===== src/rtl/ysyx_22050550_alu_arb.sv =====
// Round-robin arbiter sharing one ALU between two requesters,
// with a single-entry registered valid/ready result stage.

module ysyx_22050550_alu #(
    parameter int len = 4
) (
    input  logic [len-1:0] a,
    input  logic [len-1:0] b,
    input  logic [2:0]     func,
    output logic [len-1:0] out,
    output logic           overflowo,
    output logic           carryo
);

    logic [len-1:0] bx;
    logic [len:0]   sum;
    logic           lt;
    logic           eq;

    // Shared adder: b is inverted and cin set for odd funcs (sub path)
    always_comb begin
        bx        = b ^ {len{func[0]}};
        sum       = {1'b0, a} + {1'b0, bx} + {{len{1'b0}}, func[0]};
        carryo    = sum[len];
        overflowo = (a[len-1] == bx[len-1]) & (sum[len-1] != a[len-1]);
        lt        = $signed(a) < $signed(b);
        eq        = (a == b);
        unique case (func)
            3'b000:  out = sum[len-1:0];
            3'b001:  out = sum[len-1:0];
            3'b010:  out = ~a;
            3'b011:  out = a & b;
            3'b100:  out = a | b;
            3'b101:  out = a ^ b;
            3'b110:  out = {{(len-1){1'b0}}, lt};
            3'b111:  out = {{(len-1){1'b0}}, eq};
            default: out = '0;
        endcase
    end

endmodule

module ysyx_22050550_alu_arb #(
    parameter int len = 4
) (
    input  logic           clk,
    input  logic           rst,
    input  logic           req0_valid,
    output logic           req0_ready,
    input  logic [len-1:0] req0_a,
    input  logic [len-1:0] req0_b,
    input  logic [2:0]     req0_func,
    input  logic           req1_valid,
    output logic           req1_ready,
    input  logic [len-1:0] req1_a,
    input  logic [len-1:0] req1_b,
    input  logic [2:0]     req1_func,
    output logic           res_valid,
    input  logic           res_ready,
    output logic [len-1:0] res_data,
    output logic           res_overflow,
    output logic           res_carry,
    output logic           res_src
);

    typedef enum logic {
        EMPTY = 1'b0,
        FULL  = 1'b1
    } state_t;

    state_t         state;
    logic           rr_ptr;
    logic           can_accept;
    logic           gnt0;
    logic           gnt1;
    logic           fire;
    logic [len-1:0] alu_a;
    logic [len-1:0] alu_b;
    logic [2:0]     alu_func;
    logic [len-1:0] alu_out;
    logic           alu_ovf;
    logic           alu_carry;

    // Grant selection; ties go to rr_ptr, ready only for the winner
    always_comb begin
        can_accept = (state == EMPTY) | res_ready;
        gnt0       = req0_valid & (~req1_valid | ~rr_ptr);
        gnt1       = req1_valid & (~req0_valid | rr_ptr);
        req0_ready = ~rst & can_accept & gnt0;
        req1_ready = ~rst & can_accept & gnt1;
        fire       = req0_ready | req1_ready;
    end

    // Operand mux: req1 only when granted, otherwise req0 passes through
    always_comb begin
        alu_a    = gnt1 ? req1_a    : req0_a;
        alu_b    = gnt1 ? req1_b    : req0_b;
        alu_func = gnt1 ? req1_func : req0_func;
    end

    ysyx_22050550_alu #(
        .len(len)
    ) u_alu (
        .a         (alu_a),
        .b         (alu_b),
        .func      (alu_func),
        .out       (alu_out),
        .overflowo (alu_ovf),
        .carryo    (alu_carry)
    );

    assign res_valid = (state == FULL);

    // Result stage: load on fire, drain on consume, hold when stalled
    always_ff @(posedge clk) begin
        if (rst) begin
            state        <= EMPTY;
            rr_ptr       <= 1'b0;
            res_data     <= '0;
            res_overflow <= 1'b0;
            res_carry    <= 1'b0;
            res_src      <= 1'b0;
        end else if (fire) begin
            state        <= FULL;
            rr_ptr       <= ~gnt1;
            res_data     <= alu_out;
            res_overflow <= alu_ovf;
            res_carry    <= alu_carry;
            res_src      <= gnt1;
        end else if (state == FULL && res_ready) begin
            state <= EMPTY;
        end
    end

endmodule


===== config.mk =====
export PLATFORM = sky130hd
export DESIGN_NAME = ysyx_22050550_alu_arb
export DESIGN_NICKNAME = d
export VERILOG_FILES = /design/src/rtl/ysyx_22050550_alu_arb.sv
export SDC_FILE = /design/constraint.sdc
export NUM_CORES = 1
export LEC_CHECK = 0
export BUFFER_PORTS_ARGS = -buffer_cell sky130_fd_sc_hd__buf_2
export CAP_MARGIN = 20
export CORE_ASPECT_RATIO = 1.25
export CORE_MARGIN = 3
export CORE_UTILIZATION = 58
export DETAILED_ROUTE_END_ITERATION = 6
export GPL_TIMING_DRIVEN = 0
export PLACE_DENSITY = 0.85
export SLEW_MARGIN = 20
export SYNTH_ARGS = -nofsm -noshare
export SYNTH_HDL_FRONTEND = slang
export SYNTH_SLANG_ARGS = --single-unit

===== constraint.sdc =====
create_clock -name clk -period 8.94 [get_ports clk]
set_input_delay 0.447 -clock clk [delete_from_list [all_inputs] [get_ports clk]]
set_output_delay 0.447 -clock clk [all_outputs]
set_load 0.02 [all_outputs]

**Word-level counts from Yosys, hierarchy flattened**

Index checks and enable logic that the tools add are counted.

- Add/sub/neg operators: 2
- $lt $le $gt $ge: 1
- Equality and inequality tests: 10
- Multiplexer cells: 6
- Bitwise gates (word level): 21
- Reductions and logical operators: 4

Operators by type and width:

| cell | count |
|---|---|
| $pmux 4 s7 | 1 |
| $eq 3x3->1 const B | 4 |
| $mux 4 | 2 |
| $xor 4x4->4 | 2 |
| $and 1x1->1 | 6 |
| $eq 3x2->1 const B | 2 |
| $not 1->1 | 6 |
| $add 4x4->5 | 1 |
| $add 5x1->5 | 1 |
| $and 4x4->4 | 1 |
| $eq 4x4->1 | 1 |
| $lt 4x4->1 | 1 |
| $not 4->4 | 1 |
| $or 1x1->1 | 4 |
| $or 4x4->4 | 1 |
| $eq 3x1->1 const B | 1 |
| $logic_not 3->1 | 1 |
| $mux 3 | 1 |
| $mux 1 | 2 |
| $reduce_bool 2->1 | 1 |
| $reduce_or 2->1 | 1 |
| $eq 1x1->1 | 1 |
| $logic_and 1x1->1 | 1 |
| $ne 1x1->1 | 1 |

- Flip-flop bits (word level): 9
- Input port bits: 27
- Output and inout bits: 10

**Logic depth before layout (Yosys ltp)**

- Depth in word-level cells: 9
- Depth in mapped cells: 14
- Depth with buffers taken out: 11

**Hierarchy**

From an unflattened synthesis, not the netlist that was laid out.

- Cells, all modules: 137
- Area total of the unflattened synthesis: 1,114.8 sq um

By module, submodules not included:

| module | times used | cells an instance | area each (sq um) |
|---|---|---|---|
| ysyx_22050550_alu | 1 | 76 | 584.3 |
| ysyx_22050550_alu_arb | 1 | 61 | 530.5 |

**Least setup slack after synthesis**

No wires, ideal clock.

- Path type: input port to flip-flop
- From: input req1_func[0]
- To: register res_data[2]
- Arrival: 2.962 ns
- Data required time: 8.849 ns
- Setup slack: 5.887 ns
- Cell stages on the path: 13
- Path buffers: 3
- Cell sequence: clkbuf_1 and3_1 or2_0 buf_2 xnor2_1 fa_1 clkbuf_1 or3_1 a221oi_1 a21oi_1 o21ai_0 o311ai_0 a311oi_1

- Longest elaborated chain between the ends: 5
- Elaborated cells between the ends (all ways): 14

RTL lines:

| item | RTL line | text |
|---|---|---|
| start, declared | 57 | `input logic [2:0] req1_func,` |
| $mux 3 (*) | 98 | `alu_func = gnt1 ? req1_func : req0_func;` |
| $xor 4x4->4 | 22 | `bx = b ^ {len{func[0]}};` |
| $add 4x4->5 | 23 | `sum = {1'b0, a} + {1'b0, bx} + {{len{1'b0}}, func[0]};` |
| $add 5x1->5 | 23 |  |
| $pmux 4 s7 (*) | 28 | `unique case (func)` |
| end signal, assigned | 126 | `res_data <= alu_out;` |
| end, declared | 60 | `output logic [len-1:0] res_data,` |

Mark *: on every way between the ends. The rest lies on a longest branch, timed or not.
A chain may end at the register's enable or synchronous reset.

**Final worst setup path**

- From: register rr_ptr
- To: register res_data[2]

- Longest elaborated chain between the ends: 7
- Elaborated cells between the ends (all ways): 28

RTL lines:

| item | RTL line | text |
|---|---|---|
| start, declared | 72 | `logic rr_ptr;` |
| start signal, assigned | 125 | `rr_ptr <= ~gnt1;` |
| $or 1x1->1 | 88 | `gnt1 = req1_valid & (~req0_valid \| rr_ptr);` |
| $and 1x1->1 | 88 |  |
| $mux 4 or $mux 3 (tied branches) | 97, 98 |  |
| $xor 4x4->4 | 22 |  |
| $add 4x4->5 | 23 |  |
| $add 5x1->5 | 23 |  |
| $pmux 4 s7 | 28 |  |

Several ways; a longest one is shown, not always the timed one.

==> run_results.csv <==
group,metric,value,unit
routing,routedWlPerCell,16.82,um
logic_synthesis,synth-seq-cells,9,
sta,timing.fmax,289.4,MHz
logic_synthesis,yosys_warnings,0,
floorplan,die_x,50.38,um
setup_path,worstSetupStartpointType,"register",
placed_design,port_buffers,32,
placed_design,pre_cts_slack,5.409,ns
outcome,run_status,"finished clean",
floorplan,fp-row-count,19,
sta,slew-limit-headroom,60.62,%
clock_tree,cts_buffer_depth,2,
setup_path,crit_start,"rr_ptr",
routing,viasPerCell,6.450,
logic_synthesis,synth_edf_count,0,
logic_synthesis,async_flop_share,0,%
placed_design,post-dp-hpwl,3419,um
routing,drt_iter0_markers,104,
placed_design,gp_congestion,0.8949,
logic_synthesis,avgSynthCellArea,7.321,um^2
routing,dr_wl_met3,396,um
sta,fin_crit,3.456,ns
global_routing,antenna_found_initial,0,
routing,top_layer,"met4",
sta,setup_ws,5.485,ns
routing,drcViolationCount,0,
global_routing,grt_max_degree,11,
sta,setup_viol,0,
pwr,vdd_drop_max,0.07048,mV
floorplan,core,2258,um^2
min_path,min_from,"res_src",
min_path,hp-class,"register to register",
sta,finalCritPeriodShare,38.65,%
routing,wl,4406,um
sta,setup-tns-final,0,ns
clock_tree,cts_hold_buf,0,
routing,met2WireLength,2264,um
clock_tree,worstSkewPairLatency,0.27,ns
layout,drive_gt1_share,23.81,%
setup_path,r2r_start,"rr_ptr",
clock_tree,cts-htree-levels,1,
clock_tree,cts_resized,0,
sta,report.final.slew_viol_count,0,
setup_path,critPathArrivalTime,3.64,ns
setup_path,r2r_cells,13,
sta,skew,0.001508,ns
logic_synthesis,synthFlopType,"dfxtp_1",
floorplan,die_h,61.47,um
routing,drtPass1Iterations,5,
logic_synthesis,syn_nets,230,
floorplan,dieArea,3097,um^2
clock_tree,clkTransAtPathRegs,0.07,ns
setup_path,reg2reg_setup_slack,5.48,ns
layout,layout.nets,267,
run,max-cap-violations,0,
logic_synthesis,yosysSeqAreaShare,12.62,%
floorplan,ios,37,
clock_tree,cts_sinks,9,
sta,tightest_slew,0.5867,ns
clock_tree,cts_setup_buffers,0,
setup_path,endpoint,"res_data[2]",
pwr,leakage,0.7263,nW
global_routing,grt_usage,28.77,%
routing,num_vias,1690,
routing,drt-met1-wl,1663,um
logic_synthesis,syn_area,1428,um^2
setup_path,critPathRequiredTime,9.12,ns
clock_tree,tritoncts,"yes",
logic_synthesis,postSynthCellCount,195,
sta,rsz0062_at_grt,"no",
sta,hold_viol,0,
global_routing,grt_pass1_vias,1548,
pwr,p_per_area,112.4,nW/um^2
global_routing,gr-total-overflow,0,
layout,syn2layout_area_growth,15.86,%
routing,ant_nets,0,
setup_path,reg2reg_to,"res_data[2]",
layout,antenna_cells,0,
floorplan,start_util,63.21,%
setup_path,crit_type,"register to register",
global_routing,grt_pass1_wl,6789,um
logic_synthesis,yosysUniqueCellTypes,60,
clock_tree,cts_made_buffers,3,
setup_path,end_kind,"register",
setup_path,path_max_fanout,9,
clock_tree,clk_root_buffer_cell,"clkbuf_4",
layer usage:
layer	global-route usage, %	vias to the layer above
met4	16.54	0
met1	32.70	782
met5	0	-
met2	53.54	108
met3	1.937	12
li1	-	788
synthesized netlist by cell type (all sizes together) (2+ instances only):
master / number / share of area, %
nand2: 16 / 4.2
inv: 14 / 3.7
o21ai: 14 / 4.9
a21oi: 12 / 5.3
nor2: 11 / 3.4
dfxtp: 9 / 13
nand3: 9 / 3.2
buf: 8 / 3.5
nand2b: 8 / 3.5
ha: 7 / 6.1
mux2i: 6 / 4.2
xnor2: 6 / 3.7
nor3: 5 / 2.1
or3: 5 / 2.2
xor2: 5 / 3.1
clkbuf: 4 / 1.1
nor2b: 4 / 1.8
a211oi: 3 / 1.6
a21boi: 3 / 1.8
a311oi: 3 / 2.3
mux2: 3 / 2.4
nand4: 3 / 1.3
o211ai: 3 / 1.6
a221oi: 2 / 1.2
a31oi: 2 / 0.88
and3: 2 / 0.88
maj3: 2 / 1.4
nor4: 2 / 0.88
o211a: 2 / 1.4
o21a: 2 / 1.1
o22ai: 2 / 0.88
o31ai: 2 / 1.4
worst max-delay path, cell delays in order, from the launching register on:
cell and delay (ns):
dfxtp_1 0.33, nand2b_1 0.19, a21boi_0 0.36, or2_0 0.15, buf_2 0.21, xnor2_1 0.15
fa_1 0.42, clkbuf_1 0.22, or3_1 0.42, a221oi_1 0.28, a21oi_1 0.07, o21ai_0 0.12
o311ai_0 0.18, a311oi_1 0.27
power by group:
group | switching, W | internal (W) | total, W
Sequential | 0.00000223 | 0.0000445 | 0.0000467
Clock | 0.0000165 | 0.0000166 | 0.0000331
Combinational | 0.0000645 | 0.0000416 | 0.000106
logic make-up after synthesis:
group / synth area share (%)
AO/OA/AOI/OAI: 31.90
XOR/XNOR: 6.748
adder cells (fa/ha/maj): 8.939
buffers and inverters: 8.237
flip-flops: 12.62
multiplexers: 6.573
AND/OR/NAND/NOR: 24.98
flip-flops by register name (all words and copies together) (netlist names):
signal and flops:
res_valid 1, rr_ptr 1, res_overflow 1, res_data 4
res_carry 1, res_src 1
placed cells by master (no fill, tap or decap), types with 2 or more instances in the layout:
cell and n:
and3_1 2, nor4_1 2, clkbuf_1 4, o21ai_0 14
mux2_2 3, clkbuf_4 3, inv_1 13, mux2i_1 6
nand4_1 3, nor2b_1 4, nand2b_1 8, a221oi_1 2
o211ai_1 3, buf_2 36, a211oi_1 3, nand2_1 16
ha_1 7, maj3_1 2, a21oi_1 10, o21a_1 2
dfxtp_1 9, buf_4 2, xnor2_1 6, or3_1 5
o211a_1 2, nand3_1 9, nor2_1 10, xor2_1 5
nor3_1 4, a311oi_1 2, o22ai_1 2, a31oi_1 2
stage by stage:
stage	std cells	cell area (um^2)	total power, W	util [%]	hold WS [ns]
after floorplan	195	1428	0.0001197	-	0.4872
after global placement	258	1627	0.0001468	72.02	0.4383
after detailed placement	258	1627	0.0001513	72.02	0.4497
after CTS	262	1654	0.0001836	73.24	0.4588
after global routing	262	1654	0.0001956	73.24	0.5038
final	262	1654	0.0001858	73.24	0.4589
worst min-delay path by stage:
stage | to | slack (ns) | cells after the start
after detailed placement | res_src | 0.45 | 2
after CTS | res_src | 0.46 | 2
after floorplan | rr_ptr | 0.49 | 2
final | res_src | 0.46 | 2
after global routing | res_src | 0.50 | 2
after global placement | res_src | 0.44 | 2
area by class of cell:
cell class	count	area, um^2
clock inverter	1	5.005
multi-input combinational	160	1130
fill	191	604.3
buffer	12	65.06
inverter	14	52.55
clock buffer	3	22.52
sequential	9	180.2
timing repair buffer	32	160.2
tap	31	38.79
No activity file was read; power rests on OpenSTA's default activity.
